File: src/rtl/lag_pkg.sv
// rtl/lag_pkg.sv - shared FSM states and width/rounding helpers for the lag signal generator family
package lag_pkg;

    typedef enum logic [1:0] {
        LAG_IDLE  = 2'd0,
        LAG_MAC   = 2'd1,
        LAG_ROUND = 2'd2
    } lag_state_t;

    // Accumulator wide enough that NUM_TAPS full-width products never overflow
    function automatic int lag_acc_w(input int data_w, input int coef_w, input int num_taps);
        return data_w + coef_w + $clog2(num_taps);
    endfunction

    function automatic longint lag_round_const(input int frac);
        return (frac > 0) ? (64'sd1 <<< (frac - 1)) : 64'sd0;
    endfunction

endpackage

File: src/rtl/lag_delay_line.sv
// rtl/lag_delay_line.sv - NUM_TAPS sample shift register with fill tracking and aligned copy of newest sample
module lag_delay_line #(
    parameter int DATA_W   = 16,
    parameter int NUM_TAPS = 4
) (
    input  logic                       clk_operation,
    input  logic                       rst,
    input  logic                       sample_valid,
    input  logic signed [DATA_W-1:0]   sample,
    output logic [NUM_TAPS*DATA_W-1:0] lag_flat,
    output logic                       primed,
    output logic signed [DATA_W-1:0]   signal_align
);

    localparam int                FILL_W = $clog2(NUM_TAPS + 1);
    localparam logic [FILL_W-1:0] FULL   = FILL_W'(NUM_TAPS);

    logic [FILL_W-1:0] fill_count;

    // Tap 0 sits in the low slice; taps not yet written hold their reset value of 0
    always_ff @(posedge clk_operation) begin
        if (!rst) begin
            lag_flat     <= '0;
            fill_count   <= '0;
            signal_align <= '0;
        end else if (sample_valid) begin
            lag_flat     <= {lag_flat[(NUM_TAPS-1)*DATA_W-1:0], sample};
            signal_align <= sample;
            if (fill_count != FULL) begin
                fill_count <= fill_count + 1'b1;
            end
        end
    end

    assign primed = (fill_count == FULL);

endmodule

File: src/rtl/lag_fir_generator.sv
// rtl/lag_fir_generator.sv - single-MAC weighted-sum lag generator; LAG_FIR_SATURATE_EN selects clamping over wrap
module lag_fir_generator
    import lag_pkg::*;
#(
    parameter int DATA_W    = 16,
    parameter int COEF_W    = 16,
    parameter int COEF_FRAC = 14,
    parameter int NUM_TAPS  = 4
) (
    input  logic                       clk_operation,
    input  logic                       rst,
    input  logic                       sample_valid,
    input  logic signed [DATA_W-1:0]   sample,
    input  logic [NUM_TAPS*COEF_W-1:0] coef_flat,
    input  logic                       start,
    output logic                       busy,
    output logic                       primed,
    output logic signed [DATA_W-1:0]   signal_align,
    output logic signed [DATA_W-1:0]   signal_lag,
    output logic                       result_valid,
    output logic                       sat_flag
);

    localparam int ACC_W = lag_acc_w(DATA_W, COEF_W, NUM_TAPS);
    localparam int SUM_W = ACC_W + 1;
    localparam int IDX_W = $clog2(NUM_TAPS);
    localparam logic [IDX_W-1:0]        LAST_IDX = IDX_W'(NUM_TAPS - 1);
    localparam logic signed [SUM_W-1:0] RND      = SUM_W'(lag_round_const(COEF_FRAC));

    lag_state_t                     state, state_nxt;
    logic [NUM_TAPS*DATA_W-1:0]     lag_flat;
    logic [NUM_TAPS*DATA_W-1:0]     snap_data;
    logic [NUM_TAPS*COEF_W-1:0]     snap_coef;
    logic signed [ACC_W-1:0]        acc;
    logic [IDX_W-1:0]               idx;
    logic signed [DATA_W+COEF_W-1:0] product;
    logic signed [SUM_W-1:0]        acc_rnd;
    logic signed [DATA_W-1:0]       r_reduced;
    logic                           r_clipped;

    lag_delay_line #(
        .DATA_W   (DATA_W),
        .NUM_TAPS (NUM_TAPS)
    ) u_delay_line (
        .clk_operation (clk_operation),
        .rst           (rst),
        .sample_valid  (sample_valid),
        .sample        (sample),
        .lag_flat      (lag_flat),
        .primed        (primed),
        .signal_align  (signal_align)
    );

    always_ff @(posedge clk_operation) begin
        if (!rst) begin
            state <= LAG_IDLE;
        end else begin
            state <= state_nxt;
        end
    end

    always_comb begin
        state_nxt = state;
        case (state)
            LAG_IDLE:  if (start) state_nxt = LAG_MAC;
            LAG_MAC:   if (idx == LAST_IDX) state_nxt = LAG_ROUND;
            LAG_ROUND: state_nxt = LAG_IDLE;
            default:   state_nxt = LAG_IDLE;
        endcase
    end

    assign busy    = (state != LAG_IDLE);
    assign product = $signed(snap_data[idx*DATA_W +: DATA_W]) * $signed(snap_coef[idx*COEF_W +: COEF_W]);
    assign acc_rnd = {acc[ACC_W-1], acc} + RND;

`ifdef LAG_FIR_SATURATE_EN
    localparam int R_W = SUM_W - COEF_FRAC;
    logic signed [R_W-1:0] r;
    logic                  hi_ones, hi_zeros;

    // In range exactly when all bits above the result sign agree with it
    always_comb begin
        r         = R_W'(acc_rnd >>> COEF_FRAC);
        hi_ones   = &r[R_W-1:DATA_W-1];
        hi_zeros  = ~|r[R_W-1:DATA_W-1];
        r_clipped = !(hi_ones || hi_zeros);
        if (!r_clipped) begin
            r_reduced = r[DATA_W-1:0];
        end else if (r[R_W-1]) begin
            r_reduced = {1'b1, {(DATA_W-1){1'b0}}};
        end else begin
            r_reduced = {1'b0, {(DATA_W-1){1'b1}}};
        end
    end
`else
    assign r_reduced = DATA_W'(acc_rnd >>> COEF_FRAC);
    assign r_clipped = 1'b0;
`endif

    always_ff @(posedge clk_operation) begin
        if (!rst) begin
            snap_data    <= '0;
            snap_coef    <= '0;
            acc          <= '0;
            idx          <= '0;
            signal_lag   <= '0;
            result_valid <= 1'b0;
            sat_flag     <= 1'b0;
        end else begin
            result_valid <= 1'b0;
            sat_flag     <= 1'b0;
            case (state)
                LAG_IDLE: begin
                    // A sample landing on the start edge is folded into the snapshot
                    if (start) begin
                        snap_data <= sample_valid ? {lag_flat[(NUM_TAPS-1)*DATA_W-1:0], sample} : lag_flat;
                        snap_coef <= coef_flat;
                        acc       <= '0;
                        idx       <= '0;
                    end
                end
                LAG_MAC: begin
                    acc <= acc + ACC_W'(product);
                    idx <= (idx == LAST_IDX) ? '0 : idx + 1'b1;
                end
                LAG_ROUND: begin
                    signal_lag   <= r_reduced;
                    result_valid <= 1'b1;
                    sat_flag     <= r_clipped;
                end
                default: ;
            endcase
        end
    end

endmodule

File: config.mk
export PLATFORM = sky130hd
export DESIGN_NAME = lag_fir_generator
export DESIGN_NICKNAME = d
export VERILOG_FILES = /design/src/rtl/lag_pkg.sv /design/src/rtl/lag_delay_line.sv /design/src/rtl/lag_fir_generator.sv
export SDC_FILE = /design/constraint.sdc
export NUM_CORES = 1
export LEC_CHECK = 0
export ABC_AREA = 1
export CORE_MARGIN = 8
export CORE_UTILIZATION = 43
export CTS_BUF_LIST = sky130_fd_sc_hd__clkbuf_8
export DETAILED_ROUTE_END_ITERATION = 10
export PLACE_DENSITY = 0.61
export SYNTH_ARGS = -nofsm -noshare
export SYNTH_HDL_FRONTEND = slang
export SYNTH_SLANG_ARGS = --single-unit
File: constraint.sdc
create_clock -name clk_operation -period 11.8 [get_ports clk_operation]
set_clock_uncertainty 0.05 [all_clocks]
set_input_delay 2.95 -clock clk_operation [delete_from_list [all_inputs] [get_ports clk_operation]]
set_output_delay 2.95 -clock clk_operation [all_outputs]
set_load 0.1 [all_outputs]
======== Word-level counts from Yosys, hierarchy flattened ========
Cells that the tools add are included.
storage, ports and cells
  bits in registers ....................... 266
  input bits .............................. 84
  output and inout port bits .............. 36
  word-level logic and storage cells ...... 41
cells by class
  add/sub/neg operators ................... 4
  $mul .................................... 1
  eq/ne operators ......................... 7
  shift operators ......................... 2
  muxes and demuxes ....................... 10
  reductions and logical operators ........ 7
operators with widths
  operator                                                                count
  64-bit by 7-bit indexed part select with 16-bit output                  2
  34-bit one-hot mux with 2 select lines                                  1
  64-bit two-way mux                                                      1
  34-bit by 32-bit adder with 34-bit output                               1
  34-bit two-way mux                                                      1
  16-bit by 16-bit multiplier with 32-bit output                          1
  30-bit by 15-bit adder with 30-bit output (second input constant)       1
  2-bit two-way mux                                                       4
  2-bit one-hot mux with 2 select lines                                   2
  2-bit AND reduction                                                     4
  2-bit equality test (second input constant)                             2
  2-bit != test (second input constant)                                   2
  2-bit nonzero test                                                      2
  3-bit by 1-bit adder with 3-bit output (second input constant)          1
  3-bit equality test (second input constant)                             1
  3-bit != test (second input constant)                                   1
  2-bit by 1-bit adder with 2-bit output (second input constant)          1
  2-bit by 1-bit equality test with 1-bit output (second input constant)  1
  2-bit logical NOT                                                       1
  1-bit two-way mux                                                       1

======== Longest topological paths before layout ========
Gate-level depths: netlist of run 1.
  word-level depth ........................ 4
  depth in mapped cells ................... 35
  depth with buffers taken out ............ 31

======== Modules after synthesis ========
Synthesis of run 1 repeated with hierarchy kept, for this count alone.
second synthesis, totals
  cell total of the unflattened synthesis .. 2791
  area total of the unflattened synthesis .. 21408.0 um2
modules (own cells, without submodules)
  module             times used  cells an instance  area each (um2)  seq. area each (um2)
  lag_fir_generator  1           2472               18686.7          3583.4
  lag_delay_line     1           319                2721.4           1341.3

======== Worst setup path after synthesis of run 1 ========
OpenSTA, ideal clock, no wires.
  path type ............................... reg2reg
  start point ............................. register idx[1]
  end point ............................... register acc[29]
  library setup time ...................... 0.131 ns
  data arrival time ....................... 6.246 ns
  required time ........................... 11.619 ns
  setup slack ............................. 5.373 ns
  stages on the path, launching flop included .. 27
  path buffers ............................ 4
  period minus slack after synthesis ...... 6.427 ns
  cell sequence ........................... dfxtp_1 buf_6 inv_4 buf_4 buf_2 a21oi_1 a32oi_2 inv_2 nor2_1 fa_1 fa_1 fa_1 fa_1 fa_1 inv_1 fa_1 inv_1 ha_1 clkbuf_1 nand2_1 nor2_1 nand2_1 or2_2 nand3_1 nand3_1 nand3_1 a21oi_2
between the ends
  word-level cells in the longest chain between the ends .. 4
  elaborated cells between the ends (all ways) .. 5
  those cells by class .................... add/sub: 1; mul: 1; shift: 2; mux: 1
RTL lines
  element                                                 RTL line                  RTL
  from (decl)                                             lag_fir_generator.sv:35   logic [IDX_W-1:0] idx;
  from (signal assigned)                                  lag_fir_generator.sv:124  idx <= (idx == LAST_IDX) ? '0 : idx + 1'b1;
  64-bit by 7-bit indexed part select with 16-bit output  lag_fir_generator.sv:73   assign product = $signed(snap_data[idx*DATA_W +: DATA_W]) * $signed(snap_coef[idx*COEF_W +: COEF_W]);
  16-bit by 16-bit multiplier with 32-bit output (*)      lag_fir_generator.sv:73
  34-bit by 32-bit adder with 34-bit output (*)           lag_fir_generator.sv:123  acc <= acc + ACC_W'(product);
  34-bit one-hot mux with 2 select lines (*)              lag_fir_generator.sv:112  case (state)
  to (signal assigned)                                    lag_fir_generator.sv:123
  to (decl)                                               lag_fir_generator.sv:34   logic signed [ACC_W-1:0] acc;
Mark *: on every way between the ends. The rest lies on a longest branch, timed or not.
A chain may end at the register's enable or synchronous reset.

======== Worst setup path after layout of run 1 ========
  start point ............................. register idx[1]
  end point ............................... register acc[25]
Same word-level chain as after synthesis.

==> results list, run 1 <==
- Routability-driven placement finished with a final weighted congestion of around 0.95.
- CTS built an H-tree with a depth of 2.
- Dividing the detail-routed wire length by the instance count gives about 17 µm.
- At the worst endpoint, the arrival time is 8.34 ns.
* Max-cap viol count: 0
- Multi-input gate area: about 13,000 µm²
- Nature of the critical path startpoint: flop
* Status: finished clean
- Category of cells accounting for the largest share of critical-path delay: adder cells
- Worst reg2reg endpoint: acc[25]$_SDFFE_PN0P_
- Of all flip-flops after synthesis, the portion carrying an async set or reset was 0%.
- Along the worst path, the maximum fanout reaches 58.
* Ratio of total power to cell area: roughly 210 nW/µm²
- In this run, the number of DRC markers left after iteration 0 of detailed routing was approximately 1,000.
- The number of cells on the worst reg-to-reg path is 25.
* Post-layout utilization of the core: approximately half
* Clock Path Buffers: 3
* Number of instances resized during post-cts repair: 0
- Hold Slack: around 0.41 ns
* Worst path slowest cell: sky130_fd_sc_hd__fa_1
- Area of the die: ~55,000 µm²
- The filler cells instantiated in the layout total around 4,700.
* Launch instance of the worst register-to-register path: idx[1]$_SDFFE_PN0P_
- Highest achievable clock rate: about 130 MHz
- The number of buffers and inverters on the critical path is 6.
- Rows: 80
- Minimum period implied by the final worst setup slack: just under 8 ns
- The first global-routing pass estimated ~92 mm of wire.
- Count of input and output buffers: approximately 120
- Synthesis produced a netlist whose cell count is between 2,000 and 3,000.
- The worst hold path terminates at u_delay_line.signal_align[11]$_SDFFE_PN0P_.
- Setup repair after global routing missed its margin: no
- The final count of hold timing violations is 0.
- Clock tree synthesis inserted a total of 47 buffers.
- Signed area change from the synthesized netlist to the final layout: 12.7%
* Starting density of the core: a little over two fifths
- Worst Slack Setup Final: approximately 3.9 ns
- In the routed design, unresolved DRC markers number 0.
- Antenna violations before repair: 1
- Worst path most repeated cell: sky130_fd_sc_hd__fa_1
- Synthesis Warnings: 0
- After synthesis the cells add up to just over 20,000 µm².
- The HPWL after detailed placement is 43.1 mm.
* CTS Hold Buffers Added: 0
- The floorplan step defined a core boundary enclosing roughly 48,000 µm².
- Die Y-Extent: about 240 µm
* Total global-route track usage: ~20%
- The finished layout holds roughly 3,300 standard cells, fillers aside.
- Origin of the worst setup path: idx[1]$_SDFFE_PN0P_
- Max Slew Vio Count: 0
- The library cell used most frequently in the layout, excluding fill and tap cells, is sky130_fd_sc_hd__inv_1.
- The number of global-route vias before repair was between 15,000 and 20,000.
* Number of synthesized flops with an enable pin: 0
- Entering global routing, the biggest net connects 107 pins.
- Counting every net in the synthesized netlist gives between 3,000 and 4,000.
- After synthesis, the mean cell area works out to 8.06 µm².
* Post-synth top flop: sky130_fd_sc_hd__dfxtp_1
- The synthesized netlist contains 44 unique library cells.
- In this design, the stage delay of the slowest critical-path cell is 0.81 ns.
* Final setup vio count: 0
- After routing the design area is 23,400 µm².
* Peak supply drop: roughly 0.00016 V
- The root buffer cell chosen for the clock tree is sky130_fd_sc_hd__clkbuf_8.
* Power, Total: 4.94 mW
- Critical Path RT: between 10 and 15 ns
* Worst hold path stage count: 2
- Reg-to-reg slack, setup: slightly below 4 ns
- The worst hold path begins at u_delay_line.signal_align[11]$_SDFFE_PN0P_.
- At the pin with the least slew margin, the transition time is approximately 1.1 ns.
- Register Area: around 5200 µm²
- After detailed placement, the total cell area comes to 22,300 µm².
- Total Negative Setup Slacks: 0 ns
- Global routing finished with a remaining overflow of 0.
- For this block, the routed nets add up to about 56 mm of wire.
* I/O pin count: 120
- The number of placed instances, taps included, is ~3,200.
* Total via count after detailed routing: between 15,000 and 20,000
* Placement Setup Slack: ~3.9 ns
- After clock tree synthesis, the setup repair step added 0 buffers.
- The worst path uses 67.0% of the clock period.
- Counting flops and latches in the post-synthesis netlist gives approximately 260.
- Measured against its own limit, the worst slew margin works out to a little over a quarter.
- After synthesis, flip-flops and latches occupy about 25% of the total area.
- Start-to-end type of the worst setup path: flop to flop
- In the layout the commonest cells are sky130_fd_sc_hd__inv_1, sky130_fd_sc_hd__nor2_1, sky130_fd_sc_hd__nand2_1.
* Category of the worst setup path capture point: flop
- The later pin in the worst-skew pair is clocked with a latency of 0.62 ns.
- Reported leakage power: 11.1 nW
* Vias per inst: slightly above 5
- DR pass1 iterations: 7
* Count of nets left with antenna violations after detail routing: 0
- Counting every sink on the clock net gives approximately 260.
- TritonCTS clock tree: yes
- Die span in x: around 240 µm
- In the final design database the tool counted 3,100 nets.
* Clock slew at reported path FFs: around 0.060 ns
- Of the cells placed in the final design, the portion with a size suffix greater than 1 is around 5.4%.
- The path class of the tightest hold or removal check is flop to flop.
## sequential cells by signal, summed over array words and instances (netlist names)
signal	cells
state	2
result_valid	1
snap_coef	64
snap_data	64
signal_lag	16
acc	30
u_delay_line.lag_flat	64
idx	2
u_delay_line.fill_count	3
u_delay_line.signal_align	16
## worst max-delay path by stage
| stage | slack, ns | cells after the start | endpoint |
|---|---|---|---|
| finish | 3.89 | 25 | acc[25]$_SDFFE_PN0P_ |
| detailed placement | 3.94 | 25 | acc[25]$_SDFFE_PN0P_ |
| global route | 3.41 | 25 | acc[25]$_SDFFE_PN0P_ |
| global placement | 4.01 | 23 | acc[27]$_SDFFE_PN0P_ |
| CTS | 3.91 | 25 | acc[25]$_SDFFE_PN0P_ |
| floorplan | 5.37 | 26 | acc[29]$_SDFFE_PN0P_ |
## area by class of cell
cell class              instances  share of cell area [%]
repair buffers                139                    5.70
clock inverters                25                   0.777
clock buffers                  61                    3.59
well taps                     615                    3.29
flip-flops and latches        262                    22.5
inverters                     468                    7.57
diodes                          1                  0.0107
multi-input cells            1725                    56.6
## synth_stat cells, types with 3 or more instances
library cell               instances  area (µm²)
sky130_fd_sc_hd__buf_2            27         135
sky130_fd_sc_hd__xnor2_1          11        96.3
sky130_fd_sc_hd__nand3_1          44         220
sky130_fd_sc_hd__fa_1            276        5530
sky130_fd_sc_hd__a32oi_1          17         149
sky130_fd_sc_hd__buf_1             6        22.5
sky130_fd_sc_hd__inv_1           452        1700
sky130_fd_sc_hd__buf_4             4        30.0
sky130_fd_sc_hd__a32oi_2           9         146
sky130_fd_sc_hd__buf_6             3        33.8
sky130_fd_sc_hd__nand4_1          10        62.6
sky130_fd_sc_hd__o21ai_0         163         816
sky130_fd_sc_hd__clkbuf_1         75         282
sky130_fd_sc_hd__nand2_2           9        56.3
sky130_fd_sc_hd__nand3_2           6        60.1
sky130_fd_sc_hd__a21o_1            3        22.5
sky130_fd_sc_hd__xor2_1           13         114
sky130_fd_sc_hd__o21bai_1          3        22.5
sky130_fd_sc_hd__mux2i_1          32         320
sky130_fd_sc_hd__nand3b_1          4        30.0
sky130_fd_sc_hd__ha_1             97        1210
sky130_fd_sc_hd__a22oi_1           6        45.0
sky130_fd_sc_hd__clkinv_1          7        26.3
sky130_fd_sc_hd__nand2_4           3        33.8
sky130_fd_sc_hd__a211oi_1         49         368
sky130_fd_sc_hd__a21oi_1         147         736
sky130_fd_sc_hd__or2_2             5        31.3
sky130_fd_sc_hd__nand2_1         386        1450
sky130_fd_sc_hd__dfxtp_1         262        5250
sky130_fd_sc_hd__nor3_1            8        40.0
sky130_fd_sc_hd__inv_2             7        26.3
sky130_fd_sc_hd__nor2_1          411        1540
## tightest hold or removal path: cells and delay by family (launching register included)
family             cells  cell delay, ns
and+or+nand+nor        1            0.06
DFF                    1            0.30
AOI/OAI and AO/OA      1            0.05
## report_power, final
part           internal (mW)  switching, mW
logic                   1.06           1.95
clock network          0.512          0.395
registers              0.960         0.0595
## metal layers
layer / vias up / wire (µm) / share of wire, % / global-route usage [%]
li1: 8092 / - / - / -
met1: 8244 / 24800 / 44 / 26.3
met2: 426 / 26500 / 47 / 34.7
met3: 85 / 3040 / 5.4 / 3.75
met4: 0 / 1520 / 2.7 / 6.20
met5: - / 0 / 0 / 0
## logic make-up (layout without fill, tap and decap cells)
kind of cell / after synthesis / count (layout) / share of synthesized area [%]
AO/OA/AOI/OAI: 405 / 405 / 11.5
XOR/XNOR: 24 / 24 / 1.01
adder cells (fa/ha/maj): 373 / 373 / 32.5
buffers and inverters: 583 / 693 / 10.9
flip-flops: 262 / 262 / 25.3
multiplexers: 32 / 32 / 1.55
other: 1 / 2 / 0.0181
AND/OR/NAND/NOR: 890 / 890 / 17.2
Power figures use the tool's default switching activity.
==> run 2: changes to the inputs <==
==> constraint.sdc (replaced) <==
create_clock -name clk_operation -period 7.3 [get_ports clk_operation]
set_clock_uncertainty 0.05 [all_clocks]
set_input_delay 1.825 -clock clk_operation [delete_from_list [all_inputs] [get_ports clk_operation]]
set_output_delay 1.825 -clock clk_operation [all_outputs]
set_load 0.1 [all_outputs]
==> results list, run 2 (synthesis results as in run 1) <==
- Post-Place Cells: 3,255
- Max-cap viol count: 0
- Once layout is complete, the utilization of the core stands at about half.
- Final wirelength: 57.4 mm
* Count of input and output buffers: ~120
- TritonCTS clock tree: yes
* Most frequent cells in the layout: sky130_fd_sc_hd__inv_1, sky130_fd_sc_hd__nor2_1, sky130_fd_sc_hd__nand2_1
* Critical Path RT: 7.80 ns
- Start-to-end type of the worst setup path: flop to flop
* Setup Buffers After CTS: 0
- The first global-routing pass estimated ~93 mm of wire.
* Die Y-Extent: around 240 µm
* Clock Path Buffers: 3
- Antenna violations before repair: 1
- Global routing consumed, on the met1 layer, 26.7% of the routing resources.
- After floorplanning, the core was divided into 80 placement rows.
* Max-slew headroom: 26.8%
- Highest achievable clock rate: approximately 140 MHz
- After clock tree synthesis, the repair step resized 0 gates.
- Entering global routing, the biggest net connects between 100 and 150 pins.
- Clock slew at reported path FFs: 0.06 ns
* Placement Setup Slack: 0.331 ns
* Reg-to-reg slack, setup: roughly 0.32 ns
* DR pass1 iterations: 6
- 1st-iter DRT viols: about 1,100
- STA classifies the critical path startpoint as a flop.
- The largest single stage delay on the critical path is ~0.73 ns.
* Minimum period implied by the final worst setup slack: 6.98 ns
* Worst-path maximum fanout: 34
- Once the floorplan was initialized, standard cells occupied 43.5% of the core.
- Fraction of final layout cells with drive strength greater than 1: under 10%
- The die is approximately 240 µm wide.
- Net total in the final layout: between 3,000 and 4,000
- Setup repair after global routing left no endpoint under its margin.
- Count of clock tree sinks: around 260
* Total count of hold-check failures in the final report: 0
* Via count of the first global-routing pass: about 18,000
- Clk_lat worst skew: about 0.66 ns
* Ratio of total power to cell area: 342 nW/µm²
- Count of nets left with antenna violations after detail routing: 0
- Clock tree synthesis selected as its root buffer the cell sky130_fd_sc_hd__clkbuf_8.
- For the pin with the worst max-slew slack, the measured transition is 1.10 ns.
- Met3 usage in global routing: between 4 and 5%
- Signed area change from the synthesized netlist to the final layout: 14.5%
- Max Slew Vio Count: 0
- The number of hold buffers added after CTS was 0.
* Most Crowded Layer GR: met2
- Most common cell after layout, fill and taps aside: sky130_fd_sc_hd__inv_1
* Status: finished clean
- Average detailed-routed wire length per instance: around 17 µm
- Total via count after detailed routing: approximately 17,000
* Core area: 47,600 µm²
- Setup total negative slack on the finished layout was measured at 0 ns.
* Worst Slack Setup Final: 0.319 ns
* Registers with the most flip-flops: snap_coef x64, snap_data x64, u_delay_line.lag_flat x64
* Worst path slowest cell: sky130_fd_sc_hd__fa_1
- Critical Path AT: roughly 7.5 ns
- After layout, the worst path uses around 96% of the clock period.
- Reported leakage power: about 11 nW
* Peak supply drop: 0.000386 V
- Number of non-filler instances in the completed layout: approximately 3,300
- Remaining DRCs: 0
- The congestion estimate from routability-driven global placement came to approximately 0.9.
- Area of the die: 55,500 µm²
- In the global route stage, overall resource usage came out at approximately a fifth.
* I/O pin count: 120
* Final setup vio count: 0
- Total grt overflow: 0
- TritonCTS Buffers: 47
- Hold Slack: roughly 0.40 ns
- Deepest level of the CTS H-tree: 2
- M2 GR Usage: 34.5%
* Hold Path Class: flop to flop
- Vias per inst: roughly 5.2
- Dpl hpwl: around 44 mm
* Category of the worst setup path capture point: flop
-- run 2: changes by cell type in the layout (fill, tap and decap cells not counted), moves of 2 or more --
cell | before | now
sky130_fd_sc_hd__clkinv_2 | 4 | 8
sky130_fd_sc_hd__buf_12 | 0 | 3
sky130_fd_sc_hd__inv_1 | 467 | 460
sky130_fd_sc_hd__bufinv_16 | 2 | 0
sky130_fd_sc_hd__buf_6 | 0 | 2
sky130_fd_sc_hd__buf_4 | 22 | 63
-- run 2: cell type report --
cell class	instances	area (µm²)
diodes	1	2.50
clock buffers	60	826
clock inverters	21	149
fillers	4656	23900
inverters	468	1770
multi-input cells	1725	13200
flip-flops and latches	262	5250
well taps	615	769
repair buffers	185	1720
-- run 2: where the power goes --
group          switching (mW)  internal (mW)
sequential             0.0928           1.55
combinational            3.19           1.85
clock                   0.674          0.751
-- run 2: worst max-delay path: cells and delay by family, from the launching register on --
kind                       cells  cell delay (ns)
adders and majority gates      7             3.50
and+or+nand+nor                7             0.85
AOI/OAI and AO/OA              5             1.16
buffers and inverters          8             0.96
DFF                            1             0.35
-- run 2: metrics by stage --
| step | area (µm²) | power [mW] |
|---|---|---|
| finish | 23700 | 8.11 |
| global route | 23700 | 8.99 |
| CTS | 23700 | 8.13 |
| detailed placement | 22700 | 6.65 |
| global placement | 22700 | 6.64 |
| floorplan | 20700 | 5.22 |
-- run 2: worst paths after layout --
| check | cells past startpoint | startpoint | endpoint |
|---|---|---|---|
| setup / recovery | 27 | idx[0]$_SDFFE_PN0P_ | acc[24]$_SDFFE_PN0P_ |
| hold / removal | 2 | snap_coef[62]$_SDFFE_PN0P_ | snap_coef[62]$_SDFFE_PN0P_ |
| setup reg to reg | 27 | idx[0]$_SDFFE_PN0P_ | acc[24]$_SDFFE_PN0P_ |
| hold reg to reg | 2 | snap_coef[62]$_SDFFE_PN0P_ | snap_coef[62]$_SDFFE_PN0P_ |
-- run 2: routing by layer --
| layer | share of wire (%) | up-vias |
|---|---|---|
| met4 | 3.4 | 0 |
| met1 | 44 | 8418 |
| met3 | 6.2 | 114 |
| met5 | 0 | - |
| li1 | - | 8201 |
| met2 | 47 | 501 |
==> patch: new RTL, config.mk and constraints of run 2 <==
Add a define of `LAG_FIR_SATURATE_EN`.
--- a/src/rtl/lag_fir_generator.sv
+++ b/src/rtl/lag_fir_generator.sv
@@ -1,3 +1,5 @@
 // rtl/lag_fir_generator.sv - single-MAC weighted-sum lag generator; LAG_FIR_SATURATE_EN selects clamping over wrap
+`define LAG_FIR_SATURATE_EN
+
 module lag_fir_generator
     import lag_pkg::*;
Behaviour: same outputs for any inputs over 4 cycles, from zero or initial values and one cycle with rst low; that may be too few to reach the edited logic, so the function may still have changed.
==> patch against run 2 <==
  * Synthesized area increased by 7.7%
  * Final area grew 6.5%
  * Routed wire length is 9.7% higher
  * Sequential cell count grew 5
  * Count of clock-buffer cells in the layout down 4
  * Setup slack better by 0.068 ns
  * Total power rose by 15%
  * Critical endpoint is now acc[33]$_SDFFE_PN0P_
  * Largest cell class unchanged
==> patch: results (changes against run 2) <==
Status: finished clean
Placed wire-length estimate: 49600 um (+11%)
Maximum clock insertion buffer count: 3 (unchanged)
Worst slew margin: 0.304 (+0.0356)
Port Buffers: 119 (+0.85%)
R2R cell count: 28 (+3.7%)
Crit-path max FO: 33 (-2.9%)
P_leak: 12.0 nW (+6.3%)
Initial antenna violation count: 1 (unchanged)
Top flop regs: snap_coef (64), snap_data (64), u_delay_line.lag_flat (64)
DR iter-0 viols: 1254 (+18%)
Maximum number of pins on one net before global-route repair: 100 (-14%)
RePlAce Congestion: 0.952 (+4.6%)
Worst skew pair latency: 0.63 ns (-0.03 ns)
Post-synth top flop: dfxtp_1
Yosys cell types: 43 (-2.3%)
Post-synth top cells: 522 x nand2_1, 482 x inv_1, 449 x nor2_1
Fill cells: 5088 (+9.3%)
Vias in the first global route: 19512 (+10%)
Multi-input logic area: 14700 um^2 (+11%)
FF-to-FF End: acc[33]$_SDFFE_PN0P_
Max incr delay on CP: 0.52 ns (-0.21 ns)
Final nets: 3421 (+8.7%)
First-pass GRT wire length: 103000 um (+10%)
WP data arrival: 7.33 ns (-0.15 ns)
WHS Endpoint: snap_data[15]$_SDFFE_PN0P_
VDD IR-drop max: 0.312 mV (-19%)
Area after DPL: 24300 um^2 (+6.8%)
Vias: 18762 (+8.9%)
Hold Path Origin: snap_data[15]$_SDFFE_PN0P_
Layout cells sized above 1: 0.0597 (-0.0119)
Reg2reg setup slack: 0.39 ns (+0.07 ns)
1st-pass router iterations: 5 (-1)
Net Count, Synth: 3322 (+9.7%)
Setup WS pre-CTS: 0.0334 ns (-0.298 ns)
Yosys top cell area share: 0.274 (+0.00692)
Reg-to-reg startpoint: idx[1]$_SDFFE_PN0P_
-- patch: cell types whose count changed in the layout (fill, tap and decap cells not counted), moves of 6 or more --
cell	run 2	this run
fa_1	275	304
o21ai_0	163	152
ha_1	97	106
a22oi_1	6	0
a21oi_2	1	12
nand3_1	44	55
inv_1	460	505
nand2_1	385	521
buf_4	63	49
nor2_2	0	7
nor2_1	410	447
-- patch: how the worst max path moves through the flow --
stage                           end  slack (ns)  depth (start not counted)
2_1_floorplan  acc[33]$_SDFFE_PN0P_        0.92                         28
3_3_place_gp   acc[33]$_SDFFE_PN0P_        0.21                         27
3_5_place_dp   acc[33]$_SDFFE_PN0P_        0.03                         27
4_1_cts        acc[33]$_SDFFE_PN0P_        0.16                         27
5_1_grt        acc[33]$_SDFFE_PN0P_        0.02                         28
6_report       acc[33]$_SDFFE_PN0P_        0.39                         28
-- patch: area by class of cell --
cell class / count / share of cell area
antenna: 1 / 0.0000990
tap: 680 / 0.0337
clock buffer: 56 / 0.0305
inverter: 492 / 0.0738
clock inverter: 31 / 0.00743
multi-input combinational: 1949 / 0.580
sequential: 267 / 0.212
timing repair buffer: 169 / 0.0625
-- patch: power breakdown --
part           internal [mW]  switching (mW)
logic                   2.19            3.98
registers               1.58           0.134
clock network          0.741           0.663
-- patch: stage by stage --
| stage | hold WS [ns] | std cells | power [mW] |
|---|---|---|---|
| floorplan | 0.379 | 2827 | 6.14 |
| global placement | 0.394 | 3557 | 7.81 |
| detailed placement | 0.404 | 3557 | 7.82 |
| CTS | 0.411 | 3644 | 9.28 |
| global route | 0.431 | 3645 | 10.3 |
| finish | 0.408 | 3645 | 9.29 |
-- patch: logic make-up (layout without fill, tap and decap cells) --
kind of cell	Yosys count	count (layout)	synth area share
xor gates and xnor gates	17	17	0.00667
other	0	1	0
muxes	32	32	0.0144
adders and majority gates	411	411	0.333
AOI/OAI and AO/OA	410	410	0.109
buffers and inverters	611	748	0.105
and+or+nand+nor	1079	1079	0.192
DFF	267	267	0.240
-- patch: worst max-delay path: cells and delay by family, from the launching register on --
kind	cells	cell delay [ns]
flops	1	0.39
buf+inv	8	1.26
fa+ha+maj	7	3.21
compound gates	3	0.35
simple gates	10	1.48
-- patch: timing repair --
action / CTS / global route
hold buffers: 0 / 0
cloned: 0 / 0
endpoints found under the setup margin: 1 / 19
gates resized for setup: 1 / 11
-- patch: per-layer routing --
layer | track usage | up-vias | wire length [um]
met5 | 0 | - | 0
met4 | 0.0617 | 0 | 1700
met3 | 0.0349 | 118 | 4080
met2 | 0.358 | 541 | 29700
met1 | 0.280 | 9173 | 27500
li1 | - | 8930 | -
